<file path="config.mk">
export PLATFORM = sky130hd
export DESIGN_NAME = disp_frame_ctrl
export DESIGN_NICKNAME = d
export VERILOG_FILES = /design/src/rtl/disp_frame_ctrl.sv
export SDC_FILE = /design/constraint.sdc
export NUM_CORES = 1
export LEC_CHECK = 0
export BUFFER_PORTS_ARGS = -buffer_cell sky130_fd_sc_hd__buf_2
export CORE_MARGIN = 4
export CORE_UTILIZATION = 43
export CTS_BUF_LIST = sky130_fd_sc_hd__clkbuf_16
export DETAILED_ROUTE_END_ITERATION = 6
export GPL_TIMING_DRIVEN = 0
export PLACE_DENSITY = 0.81
export SLEW_MARGIN = 20
export SYNTH_ARGS = -nofsm -noshare
export SYNTH_HDL_FRONTEND = slang
export SYNTH_SLANG_ARGS = --single-unit
</file>
<file path="constraint.sdc">
create_clock -name CLK -period 1.95 [get_ports CLK]
set_input_delay 0.2925 -clock CLK [delete_from_list [all_inputs] [get_ports CLK]]
set_output_delay 0.2925 -clock CLK [all_outputs]
set_load 0.03 [all_outputs]
</file>
<file path="src/rtl/disp_frame_ctrl.sv">
// Frame controller for the 8-digit multiplexed 7-segment driver: digit strobe, phase tracking,
// two-requester round-robin arbitration and tear-free image update. Optional blink: DISP_BLINK_EN.
module disp_frame_ctrl #(
  parameter int CE_DIV       = 12500,
  parameter int BLINK_FRAMES = 64
) (
  input  logic        CLK,
  input  logic        RST,
  input  logic        REQ0,
  input  logic [31:0] HEX0,
  input  logic [7:0]  DP0,
  input  logic [7:0]  OFF0,
  input  logic        REQ1,
  input  logic [31:0] HEX1,
  input  logic [7:0]  DP1,
  input  logic [7:0]  OFF1,
`ifdef DISP_BLINK_EN
  input  logic [7:0]  BLINK_MASK,
`endif
  output logic        GNT0,
  output logic        GNT1,
  output logic        DISP_CE,
  output logic [31:0] HEX_OUT,
  output logic [7:0]  DP_OUT,
  output logic [7:0]  OFF_OUT,
  output logic        FRAME_SOF
);

  localparam int PCNT_W = (CE_DIV > 2) ? $clog2(CE_DIV) : 1;

  if (CE_DIV < 2 || BLINK_FRAMES < 1) begin : g_bad_param
    $error("disp_frame_ctrl: CE_DIV must be >= 2 and BLINK_FRAMES >= 1");
  end

  typedef enum logic [1:0] {
    IDLE = 2'd0,
    PEND = 2'd1,
    ACK  = 2'd2
  } state_t;

  logic [PCNT_W-1:0] pcnt;
  logic [2:0]        ph;
  logic              bnd;
  logic              any_req;
  logic              arb_win;
  logic              latch;
  state_t            state;
  state_t            state_nxt;
  logic              win_q;
  logic              last_q;
  logic [31:0]       hex_q;
  logic [7:0]        dp_q;
  logic [7:0]        off_q;
  logic              sof_q;

  // Prescaler: strobe decoded from the registered count, so it never glitches.
  always_ff @(posedge CLK or posedge RST) begin
    if (RST)
      pcnt <= '0;
    else if (pcnt == PCNT_W'(CE_DIV - 1))
      pcnt <= '0;
    else
      pcnt <= pcnt + 1'b1;
  end

  assign DISP_CE = (pcnt == PCNT_W'(CE_DIV - 1));

  // Phase mirrors the driver's digit counter; digit 0 -> 7 wrap is the frame boundary.
  always_ff @(posedge CLK or posedge RST) begin
    if (RST)
      ph <= 3'd7;
    else if (DISP_CE)
      ph <= ph - 3'd1;
  end

  assign bnd = DISP_CE && (ph == 3'd0);

  // Arbitration: a lone requester wins; on a tie the side that did not win last time wins.
  always_comb begin
    any_req = REQ0 | REQ1;
    if (REQ0 && REQ1)
      arb_win = ~last_q;
    else
      arb_win = REQ1;
    latch = (state == PEND) && bnd && any_req;
  end

  always_ff @(posedge CLK or posedge RST) begin
    if (RST)
      state <= IDLE;
    else
      state <= state_nxt;
  end

  always_comb begin
    state_nxt = state;
    case (state)
      IDLE: if (any_req) state_nxt = PEND;
      PEND: if (bnd) state_nxt = any_req ? ACK : IDLE;
      ACK:  state_nxt = any_req ? PEND : IDLE;
      default: state_nxt = IDLE;
    endcase
  end

  always_comb begin
    GNT0 = (state == ACK) && !win_q;
    GNT1 = (state == ACK) &&  win_q;
  end

  always_ff @(posedge CLK or posedge RST) begin
    if (RST) begin
      win_q  <= 1'b0;
      last_q <= 1'b1;
    end else if (latch) begin
      win_q  <= arb_win;
      last_q <= arb_win;
    end
  end

  // Image registers load on the same edge the driver wraps to digit 7, so no frame mixes data.
  always_ff @(posedge CLK or posedge RST) begin
    if (RST) begin
      hex_q <= 32'h0;
      dp_q  <= 8'h00;
      off_q <= 8'hFF;
    end else if (latch) begin
      hex_q <= arb_win ? HEX1 : HEX0;
      dp_q  <= arb_win ? DP1  : DP0;
      off_q <= arb_win ? OFF1 : OFF0;
    end
  end

  always_ff @(posedge CLK or posedge RST) begin
    if (RST)
      sof_q <= 1'b0;
    else
      sof_q <= bnd;
  end

  assign HEX_OUT   = hex_q;
  assign DP_OUT    = dp_q;
  assign FRAME_SOF = sof_q;

`ifdef DISP_BLINK_EN
  localparam int FCNT_W = (BLINK_FRAMES > 2) ? $clog2(BLINK_FRAMES) : 1;

  logic [FCNT_W-1:0] fcnt;
  logic              bph;

  // Blink phase flips every BLINK_FRAMES boundaries, so blanking only changes between frames.
  always_ff @(posedge CLK or posedge RST) begin
    if (RST) begin
      fcnt <= '0;
      bph  <= 1'b0;
    end else if (bnd) begin
      if (fcnt == FCNT_W'(BLINK_FRAMES - 1)) begin
        fcnt <= '0;
        bph  <= ~bph;
      end else begin
        fcnt <= fcnt + 1'b1;
      end
    end
  end

  assign OFF_OUT = off_q | (BLINK_MASK & {8{bph}});
`else
  assign OFF_OUT = off_q;
`endif

endmodule

</file>
==> metrics.txt <==
Layout area overhead 40.8%; Slew HR 54.3%; Num CTS Buffers 9; Yosys reg bits 70; area of the mapped netlist 3380 um2; RSZ-0062 raised after global routing true; I/O pin count 152; first-pass GRT wire length 15,800 um; Starting Density 44.0%; cell leakage power 2.56 nW; Syn Nets 410; H-tree depth 3; via count 3,107; outcome finished, violations left; total global-route track usage 20.5%; crit path max fanout 2; DP HPWL 7180 um; CP top delay family simple AND/OR/NAND/NOR gates; GRT overflow 0; Antenna Nets Post-Route 0; Worst Setup End Kind output port; vias in the first global route 3,255; pwr dens 690 nW/um2; Max IR drop VDD 0.000524 V; drt total wl 9620 um; most area-consuming cells after synthesis dfrtp_1, mux2i_1, dfstp_2, a31oi_1, a21oi_1; Max Slew Vio Count 0; met2 routed WL 4720 um; clock-pin transition on the worst setup and hold timing paths 50 ps; largest net degree at the start of global routing 26; antenna violations before repair 0; WL per Instance 16.4 um; final hold vios 0; post-layout minimum cycle time 2160 ps; top cell type's share of synthesized area 42.9%; clock sink count 70; share of layout cells above drive strength 1 44.2%; top cell type by total area after synthesis dfrtp_1; ys async rst share 100%; cells along the critical path or4b_4 -> nor4_4 -> buf_4 -> buf_8 -> buf_6; die width 96.7 um; first drt pass iteration count 4; CP arrival 1870 ps; clock buffer depth 2; die area 9350 um2; slowest CP cell or4b_4; Die Ht 96.7 um; met3 wire length 605 um; post-layout util 61.9%; Root Buffer Master clkbuf_16; Avg Cell Area, Syn 11.0 um2; Layout Nets 584; Final period util 111%; top sig layer met4; Initial DRC Count 77; via-per-instance ratio 5.28; Max Clk Rate 0.463 GHz; Seq/Total Area, Yosys 52.3%; PortBufs 151; Worst Path Buf+Inv 3; synth cell count leaders dfrtp_1, mux2i_1, a21oi_1, a31oi_1, clkbuf_1; crit path launch type register; Worst path max stage delay 550 ps; synthesized netlist cell count 307; fin worst setup slack -208 ps; # setup viols final 47; WL met1 4110 um; Setup CP Type reg -> out; # DRC 0; CTS tree done; Worst-Skew Late Latency 320 ps; top-count cell post-synth dfrtp_1; Clock Skews 5.51 ps; ANT cells 0; Core ar. 7690 um2; post-layout total power 3.28 mW; Slew @ Worst Pin 685 ps; Final Wtd Congestion 0.818; violated checks negative setup slack; Row Count 32; Place WS -639 ps; Hold Path Class in -> async; Cell variety after synth 32; EDFF count, synth 0; Synth Flop Type dfrtp_1; CTS Hold Buffers Added 0; Yosys Warn Count 0; Max-cap violations 0; CP required 1660 ps
## report_power, final
part	leakage, nW	internal (mW)	switching, mW
combinational	1.50	0.139	0.150
sequential	0.913	1.45	0
clock	0.143	0.968	0.572
## worst reg2reg max path: cells and delay by family (launching register included)
family / cells / cell delay, ps
buffers and inverters: 2 / 360
DFF: 1 / 390
and+or+nand+nor: 3 / 880
muxes: 1 / 310
## state kept, by name, indices dropped and copies added (netlist names)
name,count
DP_OUT,8
pcnt,14
FRAME_SOF,1
ph,3
last_q,1
state,2
HEX_OUT,32
win_q,1
OFF_OUT,8
## final timing paths
check | start | endpoint | slack (ps) | depth (start not counted)
worst min register to register | pcnt[0]$_DFF_PP0_ | pcnt[0]$_DFF_PP0_ | 490 | 1
worst min-delay path | RST | HEX_OUT[28]$_DFFE_PP0P_ | 30 | 2
worst max-delay path | pcnt[3]$_DFF_PP0_ | DISP_CE | -210 | 5
min in group CLK | OFF0[4] | OFF_OUT[4]$_DFFE_PP1P_ | 280 | 3
max in group asynchronous | RST | OFF_OUT[2]$_DFFE_PP1P_ | 1350 | 3
worst max register to register | pcnt[3]$_DFF_PP0_ | win_q$_DFFE_PP0P_ | -110 | 6
## area by class of cell
type | instances | area (um2)
Inverter | 4 | 18.8
Timing Repair Buffer | 163 | 892
Fill cell | 683 | 2930
Multi-Input combinational cell | 205 | 1490
Sequential cell | 70 | 1770
Clock buffer | 9 | 225
Clock inverter | 7 | 57.6
Buffer | 28 | 181
Tap cell | 102 | 128
## layer usage
layer | vias to the layer above | global-route usage (%)
li1 | 1491 | -
met2 | 119 | 34.7
met1 | 1479 | 25.7
met3 | 18 | 4.47
met5 | - | 0
met4 | 0 | 7.88
## cell usage in the layout, fill, tap and decap left out, drive strengths merged, types with 3 or more instances in the layout
master  Yosys  final
buf        13    176
dfrtp      58     58
mux2i      50     50
a21oi      48     48
a31oi      48     48
clkbuf     15     24
dfstp      12     12
xnor2       9      9
nor2        8      8
nand2       7      7
inv         4      5
nand3       4      4
nand4       4      4
xor2        4      4
ha          3      3
clkinv      0      3
## stage by stage
step           std cells  hold WS, ps  TNS [ps]  cell area, um2
4_1_cts              587         34.9     -3930            4730
5_1_grt              588         69.2     -6980            4760
6_report             588         30.5     -1930            4760
3_3_place_gp         560          471    -21960            4270
2_1_floorplan        307          455         0            3380
3_5_place_dp         562          380    -25550            4320
## what timing repair did
item                       4_1_cts  5_1_grt
resized for setup               18       14
gates cloned                     0        0
setup endpoints to repair       52       58
setup buffers                    9        1
pin swaps                        2        1
## cell families (layout without fill, tap and decap cells)
kind of cell	after synthesis	after routing	synth area share, %
fa+ha+maj	3	3	1.11
buf+inv	32	211	4.44
simple gates	39	39	6.96
flops	70	70	52.3
mux	52	52	15.5
compound gates	98	98	16.4
xor+xnor	13	13	3.37
No activity file was read; power rests on OpenSTA's default activity.
